File: config.mk
export PLATFORM = sky130hd
export DESIGN_NAME = pipe_stage_reg
export DESIGN_NICKNAME = d
export VERILOG_FILES = /design/src/rtl/pipe_stage_reg.sv
export SDC_FILE = /design/constraint.sdc
export NUM_CORES = 1
export LEC_CHECK = 0
export BUFFER_PORTS_ARGS = -buffer_cell sky130_fd_sc_hd__buf_2
export CAP_MARGIN = 0
export CORE_MARGIN = 3
export CORE_UTILIZATION = 34
export CTS_CLUSTER_DIAMETER = 80
export DETAILED_ROUTE_END_ITERATION = 10
export MAX_ROUTING_LAYER = met4
export PLACE_DENSITY = 0.66
export SLEW_MARGIN = 40
export SYNTH_ARGS = -nofsm -noshare
export SYNTH_HDL_FRONTEND = slang
export SYNTH_SLANG_ARGS = --single-unit
File: constraint.sdc
create_clock -name clk -period 15.61 [get_ports clk]
set_clock_uncertainty 0.05 [all_clocks]
set_input_delay 4.683 -clock clk [delete_from_list [all_inputs] [get_ports clk]]
set_output_delay 4.683 -clock clk [all_outputs]
set_load 0.05 [all_outputs]
File: src/rtl/pipe_stage_reg.sv
// Elastic pipeline-stage register with a valid/ready handshake, flush-to-bubble,
// an optional 2-entry skid buffer (registered in_ready) and a saturating stall counter.
module pipe_stage_reg #(
  parameter int                 WIDTH        = 96,
  parameter int                 SKID         = 1,
  parameter logic [WIDTH-1:0]   BUBBLE_VALUE = {WIDTH{1'b0}},
  parameter int                 CNT_WIDTH    = 16
) (
  input  logic                 clk,
  input  logic                 reset,
  input  logic                 flush,
  input  logic                 in_valid,
  output logic                 in_ready,
  input  logic [WIDTH-1:0]     in_data,
  output logic                 out_valid,
  input  logic                 out_ready,
  output logic [WIDTH-1:0]     out_data,
  output logic [1:0]           occupancy,
  output logic [CNT_WIDTH-1:0] stall_count
);

  typedef enum logic [1:0] {
    EMPTY = 2'd0,
    ONE   = 2'd1,
    FULL  = 2'd2
  } state_t;

  state_t                 state_reg;
  logic [WIDTH-1:0]       main_reg;
  logic                   ready;
  logic                   push;
  logic                   pop;
  logic [CNT_WIDTH-1:0]   stall_reg;

  assign out_valid   = (state_reg != EMPTY);
  assign out_data    = out_valid ? main_reg : BUBBLE_VALUE;
  assign occupancy   = state_reg;
  assign in_ready    = ready;
  assign stall_count = stall_reg;
  assign push        = in_valid & ready;
  assign pop         = out_valid & out_ready;

  if (SKID != 0) begin : g_skid
    state_t           state_next;
    logic [WIDTH-1:0] main_next;
    logic [WIDTH-1:0] skid_reg;
    logic [WIDTH-1:0] skid_next;
    logic             ready_reg;

    always_comb begin
      state_next = state_reg;
      main_next  = main_reg;
      skid_next  = skid_reg;
      case (state_reg)
        EMPTY: begin
          if (push) begin
            state_next = ONE;
            main_next  = in_data;
          end
        end
        ONE: begin
          if (push && pop) begin
            main_next = in_data;
          end else if (push) begin
            state_next = FULL;
            skid_next  = in_data;
          end else if (pop) begin
            state_next = EMPTY;
          end
        end
        FULL: begin
          if (pop) begin
            state_next = ONE;
            main_next  = skid_reg;
          end
        end
        default: state_next = EMPTY;
      endcase
      if (flush) begin
        state_next = EMPTY;
      end
    end

    // in_ready is looked ahead from the next state so it never depends on out_ready combinationally.
    always_ff @(posedge clk) begin
      if (!reset) begin
        state_reg <= EMPTY;
        ready_reg <= 1'b1;
      end else begin
        state_reg <= state_next;
        ready_reg <= (state_next != FULL);
      end
    end

    always_ff @(posedge clk) begin
      main_reg <= main_next;
      skid_reg <= skid_next;
    end

    assign ready = ready_reg;
  end else begin : g_single
    assign ready = (state_reg == EMPTY) | out_ready;

    always_ff @(posedge clk) begin
      if (!reset) begin
        state_reg <= EMPTY;
      end else if (flush) begin
        state_reg <= EMPTY;
      end else if (push) begin
        state_reg <= ONE;
      end else if (pop) begin
        state_reg <= EMPTY;
      end
    end

    always_ff @(posedge clk) begin
      if (push) begin
        main_reg <= in_data;
      end
    end
  end

  always_ff @(posedge clk) begin
    if (!reset) begin
      stall_reg <= '0;
    end else if (out_valid && !out_ready && !(&stall_reg)) begin
      stall_reg <= stall_reg + CNT_WIDTH'(1);
    end
  end

endmodule

==> impl_metrics.json, run 1 <==
{
  "drive_above_1_share": 0.480,
  "synthCells": 521,
  "power_density_nw_per_um2": 120,
  "cp_top_family": "buffers and inverters",
  "routed-via-count": 4925,
  "fillers": 2229,
  "r2r_slack_ns": 12.88,
  "r2r_end": "stall_count[14]",
  "syn-num-nets": 623,
  "die-area_um2": 27000,
  "nets": 847,
  "yosysUniqueCellTypes": 37,
  "grt_overflow": 0,
  "boundaryPins": 217,
  "startpoint": "occupancy[1]",
  "final_common_cell": "buf_2",
  "synth.avg_cell_area_um2": 16.3,
  "synth_seq_cells": 211,
  "numCtsBuffers": 24,
  "max_slew_margin": 0.496,
  "drtPass1Iterations": 4,
  "track_usage": 0.130,
  "rr_worst_depth": 7,
  "cts-root-buf": "clkbuf_16",
  "r2r_start": "occupancy[1]",
  "ys_async_sr_fraction": 0,
  "fin_area_um2": 10700,
  "synthToLayoutAreaGrowth_pct": 26.3,
  "critPathKind": "reg -> out",
  "synth-seq-area-share": 0.722,
  "setup_violations": 0,
  "cp.depth": 5,
  "vias_per_cell": 4.53,
  "rsz0062_at_grt": "no",
  "grt_max_degree": 61,
  "grt_pass1_vias": 4906,
  "slowest_delay_ns": 0.50,
  "layout_common_cells": "buf_2 (216), edfxtp_1 (192), and2_1 (97)",
  "cts_buffer_depth": 3,
  "cts_tree": "yes",
  "max-cap-violations": 0,
  "fmax_mhz": 136,
  "initial_core_util": 0.348,
  "h-tree-depth": 1,
  "required_ns": 10.88,
  "wirelength_mm": 17.6,
  "drc_errors": 0,
  "worst-path-buf-inv": 3,
  "place_area_um2": 9970,
  "endpoint": "out_data[93]",
  "yosys_warnings": 0,
  "rows": 57,
  "routedWlPerCell_um": 16.2,
  "crit_chain": "nor2_2, inv_2, buf_4, and2_1, buf_2",
  "place.gp.congestion": 0.738,
  "outcome": "finished clean",
  "fin_crit_ns": 7.37,
  "synth-main-ff-cell": "edfxtp_1",
  "tns_ns": 0,
  "finalMaxSlewViolations": 0,
  "final-hold-violation-count": 0,
  "slowest_stage": "dfxtp_1",
  "clk_pin_slew_ns": 0.06,
  "worst_slew_pin_slew_ns": 0.756,
  "whs_ns": 0.450,
  "cp_max_fo": 53,
  "min_path_type": "reg -> reg",
  "grt_pass1_wl_mm": 26.9,
  "place.port_buffers": 216,
  "critPathCaptureType": "output pin",
  "first_iter_violations": 292,
  "hold_buffers": 0,
  "hpwl_mm": 11.5,
  "cp-start-kind": "flop",
  "cts.sinks": 211,
  "drtAntennaViolNets": 0,
  "fp.coreArea_um2": 24500,
  "cts_resized": 0,
  "worstPathArrival_ns": 2.64,
  "ir_drop_v": 0.0000789,
  "dieWidth_um": 164,
  "antenna_found_initial": 0,
  "cts_setup_buffers": 0,
  "die_y_um": 164,
  "synth-edff-count": 192,
  "leakage_nw": 4.22,
  "synth_area_um2": 8510,
  "finalCritPeriodShare": 0.472,
  "clkLatencyLatePin_ns": 0.50
}
-- cell usage after synthesis (2+ instances only) --
master | number | area (um2)
and2_1 | 98 | 613
dfxtp_1 | 19 | 380
nand3_1 | 5 | 25.0
nand4_1 | 3 | 18.8
edfxtp_1 | 192 | 5770
nor2_1 | 9 | 33.8
a21oi_1 | 6 | 30.0
nand3b_1 | 2 | 15.0
or4_4 | 2 | 22.5
nor3_1 | 6 | 30.0
inv_1 | 5 | 18.8
nand2_1 | 16 | 60.1
buf_2 | 3 | 15.0
nor2b_1 | 3 | 18.8
or3_1 | 2 | 12.5
clkbuf_1 | 21 | 78.8
xnor2_1 | 5 | 43.8
nand2b_1 | 5 | 31.3
o21ai_0 | 2 | 10.0
mux2_2 | 96 | 1080
mux2i_1 | 5 | 50.1
-- metal layers --
| layer | up-vias | share of wire | GRT usage |
|---|---|---|---|
| met5 | - | 0 | - |
| met4 | 0 | 0.020 | 0.0311 |
| met3 | 23 | 0.079 | 0.0363 |
| met2 | 166 | 0.46 | 0.199 |
| met1 | 2365 | 0.44 | 0.173 |
| li1 | 2371 | - | - |
-- area by class of cell --
type	instances	area, um2	share of cell area
Tap cell	324	405	0.0377
Clock inverter	16	131	0.0122
Inverter	5	18.8	0.00175
Sequential cell	211	6150	0.572
Clock buffer	28	637	0.0593
Timing Repair Buffer	222	1130	0.105
Antenna cell	1	2.50	0.000233
Multi-Input combinational cell	281	2270	0.212
-- worst reg2reg max path, cell delays in order (launching register included) --
cell and delay [ns]:
dfxtp_1 0.50, nor2_2 0.12, inv_2 0.50, buf_4 0.52, nand3b_1 0.36, nor4b_2 0.35, xnor2_1 0.16, nor2_1 0.05
-- worst min-delay path by stage --
stage                     slack, ns  depth (start not counted)           startpoint         endpoint
after floorplan                0.47                          1  g_skid.skid_reg[65]     main_reg[65]
after global placement         0.43                          2       stall_count[1]   stall_count[1]
after detailed placement       0.44                          2       stall_count[1]   stall_count[1]
after CTS                      0.46                          2       stall_count[1]   stall_count[1]
after global routing           0.49                          2      stall_count[13]  stall_count[13]
final                          0.45                          2       stall_count[1]   stall_count[1]
-- per-stage QoR --
step	setup slack (ns)	total power, mW	utilization	std cells
floorplan	2.81	0.729	-	521
global placement	8.69	0.762	0.408	1043
detailed placement	8.65	0.764	0.408	1043
CTS	8.11	1.31	0.439	1087
global route	7.94	1.34	0.439	1087
finish	8.24	1.29	0.439	1088
-- where the power goes --
| part | internal (mW) | switching (mW) |
|---|---|---|
| registers | 0.641 | 0.00501 |
| logic | 0.0331 | 0.0713 |
| clock network | 0.324 | 0.215 |
| total | 0.999 | 0.291 |
-- logic make-up after synthesis --
group / synth area share
buffers and inverters: 0.0132
multiplexers: 0.133
XOR/XNOR: 0.00515
AND/OR/NAND/NOR: 0.111
adder cells (fa/ha/maj): 0.00147
flip-flops: 0.722
AO/OA/AOI/OAI: 0.0135
No activity file was read; power rests on OpenSTA's default activity.
==> run 2: changes to the inputs <==
Clock period 15.61 ns to 7.53 ns, I/O delays scaled along.
==> run 2 against run 1 <==
- count of clock-buffer cells in the layout up 5
- register-to-register slack worse by 8.1 ns
- sequential share of layout area rose by 0.35 points
- die area did not move
- worst hold slack improved by 0.0060 ns
- critical path type unchanged
- global-route usage grew 0.20 points
- cell area shrank 0.61%
- setup slack worse by 5.7 ns
==> impl_metrics.json, run 2 (synthesized netlist as in run 1, its figures left out) <==
{
  "crit_chain": "nor2_2, inv_2, buf_4, and2_1, buf_2",
  "place.port_buffers": 216,
  "finalMaxSlewViolations": 0,
  "cp_top_family": "buffers and inverters",
  "post-place-ws_ns": 2.99,
  "slowest_delay_ns": 0.53,
  "synthToLayoutAreaGrowth_pct": 25.5,
  "fin_area_um2": 10700,
  "min_from": "stall_count[7]",
  "die_y_um": 164,
  "clkLatencyLatePin_ns": 0.50,
  "hold_end": "stall_count[7]",
  "dieWidth_um": 164,
  "tns_ns": 0,
  "fp.coreArea_um2": 24500,
  "routed-via-count": 4916,
  "layout_common_cells": "buf_2 (216), edfxtp_1 (192), and2_1 (97)",
  "worst_slew_pin_slew_ns": 0.737,
  "boundaryPins": 217,
  "drtAntennaViolNets": 0,
  "critPathKind": "reg -> out",
  "hold_buffers": 0,
  "final-hold-violation-count": 0,
  "numCtsBuffers": 23,
  "initial_core_util": 0.348,
  "cts_tree": "yes",
  "worst-path-buf-inv": 3,
  "fmax_mhz": 200,
  "r2r_end": "stall_count[14]",
  "setup_violations": 0,
  "grt_max_degree": 65,
  "r2r_slack_ns": 4.76,
  "track_usage": 0.132,
  "cts_setup_buffers": 0,
  "rsz0062_at_grt": "no",
  "p_total_mw": 2.61,
  "rows": 57,
  "final_util": 0.437,
  "cp_max_fo": 53,
  "nets": 846,
  "wirelength_mm": 17.7,
  "routedWlPerCell_um": 16.3,
  "antenna_found_initial": 1,
  "leakage_nw": 4.18,
  "worstPathArrival_ns": 2.69,
  "grt_pass1_vias": 4977,
  "hpwl_mm": 11.3,
  "grt_pass1_wl_mm": 27.4,
  "finalCritPeriodShare": 0.664,
  "fin_crit_ns": 5.00,
  "rr_worst_depth": 7,
  "slowest_stage": "dfxtp_1",
  "cts-root-buf": "clkbuf_16",
  "ir_drop_v": 0.000120,
  "cp-start-kind": "flop",
  "clk_pin_slew_ns": 0.06,
  "power_density_nw_per_um2": 244,
  "cts.sinks": 211,
  "min_path_type": "reg -> reg",
  "h-tree-depth": 1,
  "hold_depth": 2,
  "first_iter_violations": 229,
  "outcome": "finished clean",
  "die-area_um2": 27000,
  "drc_errors": 0,
  "final_common_cell": "buf_2",
  "drtPass1Iterations": 4,
  "cts_buffer_depth": 3,
  "place_area_um2": 9970,
  "finalWorstSetupSlack_ns": 2.53,
  "critPathCaptureType": "output pin",
  "place.gp.congestion": 0.721,
  "vias_per_cell": 4.53,
  "max_slew_margin": 0.508,
  "grt_overflow": 0,
  "cts_resized": 0,
  "drive_above_1_share": 0.469,
  "r2r_start": "occupancy[1]",
  "required_ns": 5.22,
  "max-cap-violations": 0
}
==> run 2: changes by cell type in the layout (fill, tap and decap cells not counted), sizes merged <==
| cell | change |
|---|---|
| clkinvlp | -1 |
| clkbuf | +5 |
| inv | +1 |
| bufinv | -1 |
| clkinv | -6 |
==> run 2: cell type report <==
type / count / area, um2
Fill cell: 2244 / 13800
Multi-Input combinational cell: 281 / 2270
Antenna cell: 1 / 2.50
Timing Repair Buffer: 222 / 1130
Inverter: 5 / 18.8
Sequential cell: 211 / 6150
Clock buffer: 33 / 633
Clock inverter: 9 / 66.3
Tap cell: 324 / 405
==> run 2: stage by stage <==
| step | hold slack [ns] | instances |
|---|---|---|
| after floorplan | 0.473 | 521 |
| after global placement | 0.424 | 1043 |
| after detailed placement | 0.450 | 1043 |
| after CTS | 0.458 | 1085 |
| after global routing | 0.491 | 1086 |
| final | 0.456 | 1086 |
==> run 2: worst max path at each step <==
stage	start	cells past startpoint	to	slack, ns
6_report	occupancy[1]	5	out_data[33]	2.53
2_1_floorplan	out_ready	3	main_reg[0]	0.17
4_1_cts	occupancy[1]	5	out_data[33]	2.46
5_1_grt	occupancy[1]	5	out_data[33]	2.24
3_3_place_gp	out_ready	4	g_skid.skid_reg[30]	3.02
3_5_place_dp	out_ready	4	g_skid.skid_reg[30]	2.99
==> run 2: power by group <==
part | leakage [nW] | switching [mW] | total (mW) | internal (mW)
Clock | 0.339 | 0.435 | 1.05 | 0.616
Sequential | 1.95 | 0.0108 | 1.34 | 1.33
Combinational | 1.88 | 0.148 | 0.217 | 0.0688
Total | 4.18 | 0.593 | 2.61 | 2.01
==> run 2: metal layers <==
metal	track usage	wire length [um]	vias up
met3	0.0358	1370	31
met5	-	0	-
met4	0.0308	256	0
met1	0.182	8170	2346
li1	-	-	2374
met2	0.196	7940	165
==> run 2: worst min-delay path, stage by stage (launching register included) <==
cell	delay [ns]
dfxtp_1	0.34
nand2_1	0.06
mux2i_1	0.05
==> run 3: changes to the inputs <==
Settings changed: PLACE_DENSITY 0.66 to 0.68.
Clock period 7.53 ns to 4 ns, I/O delays scaled along.
==> run 3 against run 2 <==
- combinational power rose by 95%
- utilization grew 0.40 points
- non-clock buffer count is 7 higher
==> impl_metrics.json, run 3 (synthesized netlist as in run 1, its figures left out) <==
{
  "cts_tree": "yes",
  "max-cap-violations": 0,
  "hold_buffers": 0,
  "worst-path-buf-inv": 3,
  "numCtsBuffers": 23,
  "ir_drop_v": 0.000329,
  "hold_end": "stall_count[13]",
  "die_y_um": 164,
  "drive_above_1_share": 0.483,
  "instances_no_fill": 1092,
  "critPathKind": "reg -> out",
  "cts.sinks": 211,
  "r2r_end": "stall_count[14]",
  "cts_buffer_depth": 3,
  "synthToLayoutAreaGrowth_pct": 26.7,
  "grt_pass1_wl_mm": 27.5,
  "wirelength_mm": 17.8,
  "max_slew_margin": 0.499,
  "drtPass1Iterations": 4,
  "layout_common_cells": "buf_2 (216), edfxtp_1 (192), and2_1 (97)",
  "vias_per_cell": 4.56,
  "routedWlPerCell_um": 16.3,
  "final-hold-violation-count": 0,
  "track_usage": 0.133,
  "h-tree-depth": 1,
  "r2r_slack_ns": 1.88,
  "finalCritPeriodShare": 0.840,
  "worstPathArrival_ns": 2.11,
  "grt_max_degree": 97,
  "fmax_mhz": 298,
  "cp_max_fo": 52,
  "rows": 57,
  "post-place-ws_ns": 1.06,
  "routed-via-count": 4982,
  "min_path_type": "reg -> reg",
  "initial_core_util": 0.348,
  "clkLatencyLatePin_ns": 0.50,
  "fin_crit_ns": 3.36,
  "worst_slew_pin_slew_ns": 0.752,
  "cp_top_family": "buffers and inverters",
  "first_iter_violations": 232,
  "hpwl_mm": 11.7,
  "hold_depth": 2,
  "rr_worst_depth": 7,
  "cts_setup_buffers": 0,
  "fillers": 2207,
  "place.gp.congestion": 0.727,
  "place.port_buffers": 216,
  "startpoint": "occupancy[1]",
  "cts-root-buf": "clkbuf_16",
  "min_from": "stall_count[13]",
  "finalWorstSetupSlack_ns": 0.641,
  "grt_overflow": 0,
  "r2r_start": "occupancy[1]",
  "slowest_delay_ns": 0.53,
  "drc_errors": 0,
  "final_common_cell": "buf_2",
  "boundaryPins": 217,
  "finalMaxSlewViolations": 0,
  "setup_violations": 0,
  "outcome": "finished clean",
  "rsz0062_at_grt": "no",
  "drtAntennaViolNets": 0,
  "die-area_um2": 27000,
  "dp.cells": 1049,
  "grt_pass1_vias": 4993,
  "dieWidth_um": 164,
  "nets": 853,
  "crit_chain": "nor2_2, inv_2, buf_4, and2_1, buf_2",
  "required_ns": 2.75,
  "cp.depth": 5,
  "critPathCaptureType": "output pin",
  "antenna_found_initial": 2,
  "fp.coreArea_um2": 24500,
  "clk_pin_slew_ns": 0.06,
  "leakage_nw": 4.22,
  "power_density_nw_per_um2": 454,
  "cts_resized": 0,
  "cp-start-kind": "flop",
  "slowest_stage": "dfxtp_1"
}
[run 3: changes by cell type in the layout (fill, tap and decap cells not counted), sizes merged]
| cell | previous run | this run |
|---|---|---|
| buf | 222 | 229 |
| clkbuf | 33 | 25 |
| clkinv | 7 | 10 |
| clkinvlp | 0 | 3 |
| diode | 1 | 2 |
[run 3: cell type report]
cell class | count | area, um2 | area share
Sequential cell | 211 | 6150 | 0.570
Clock inverter | 15 | 106 | 0.00987
Tap cell | 324 | 405 | 0.0376
Clock buffer | 25 | 583 | 0.0541
Inverter | 5 | 18.8 | 0.00174
Multi-Input combinational cell | 281 | 2280 | 0.212
Timing Repair Buffer | 229 | 1230 | 0.114
Antenna cell | 2 | 5.00 | 0.000464
[run 3: how the worst max path moves through the flow]
stage	to	slack, ns
CTS	out_data[47]	0.58
detailed placement	main_reg[71]	1.06
global placement	main_reg[73]	1.11
floorplan	main_reg[0]	-0.32
finish	out_data[47]	0.64
global route	out_data[47]	0.44
[run 3: power breakdown]
group,internal (mW),total [mW],leakage (nW),switching [mW]
clock,1.11,1.95,0.332,0.838
sequential,2.50,2.52,1.95,0.0182
combinational,0.142,0.424,1.94,0.281
[run 3: routing by layer]
metal / wire length (um) / global-route usage
met5: 0 / -
met1: 7860 / 0.176
met3: 1380 / 0.0383
met2: 8140 / 0.202
met4: 402 / 0.0319
[run 3: stage by stage]
stage | hold slack, ns | power (mW) | util | area [um2] | TNS, ns
detailed placement | 0.451 | 2.99 | 0.412 | 10100 | 0
global placement | 0.431 | 2.98 | 0.412 | 10100 | 0
finish | 0.456 | 4.90 | 0.441 | 10800 | 0
global route | 0.480 | 5.09 | 0.441 | 10800 | 0
floorplan | 0.473 | 2.84 | - | 8550 | -30.42
CTS | 0.459 | 4.97 | 0.440 | 10800 | 0
[run 3: worst register-to-register path, delay by kind of cell, from the launching register on]
kind	cells	cell delay, ns
XOR/XNOR	1	0.15
flip-flops	1	0.53
AND/OR/NAND/NOR	4	0.87
buffers and inverters	2	0.41
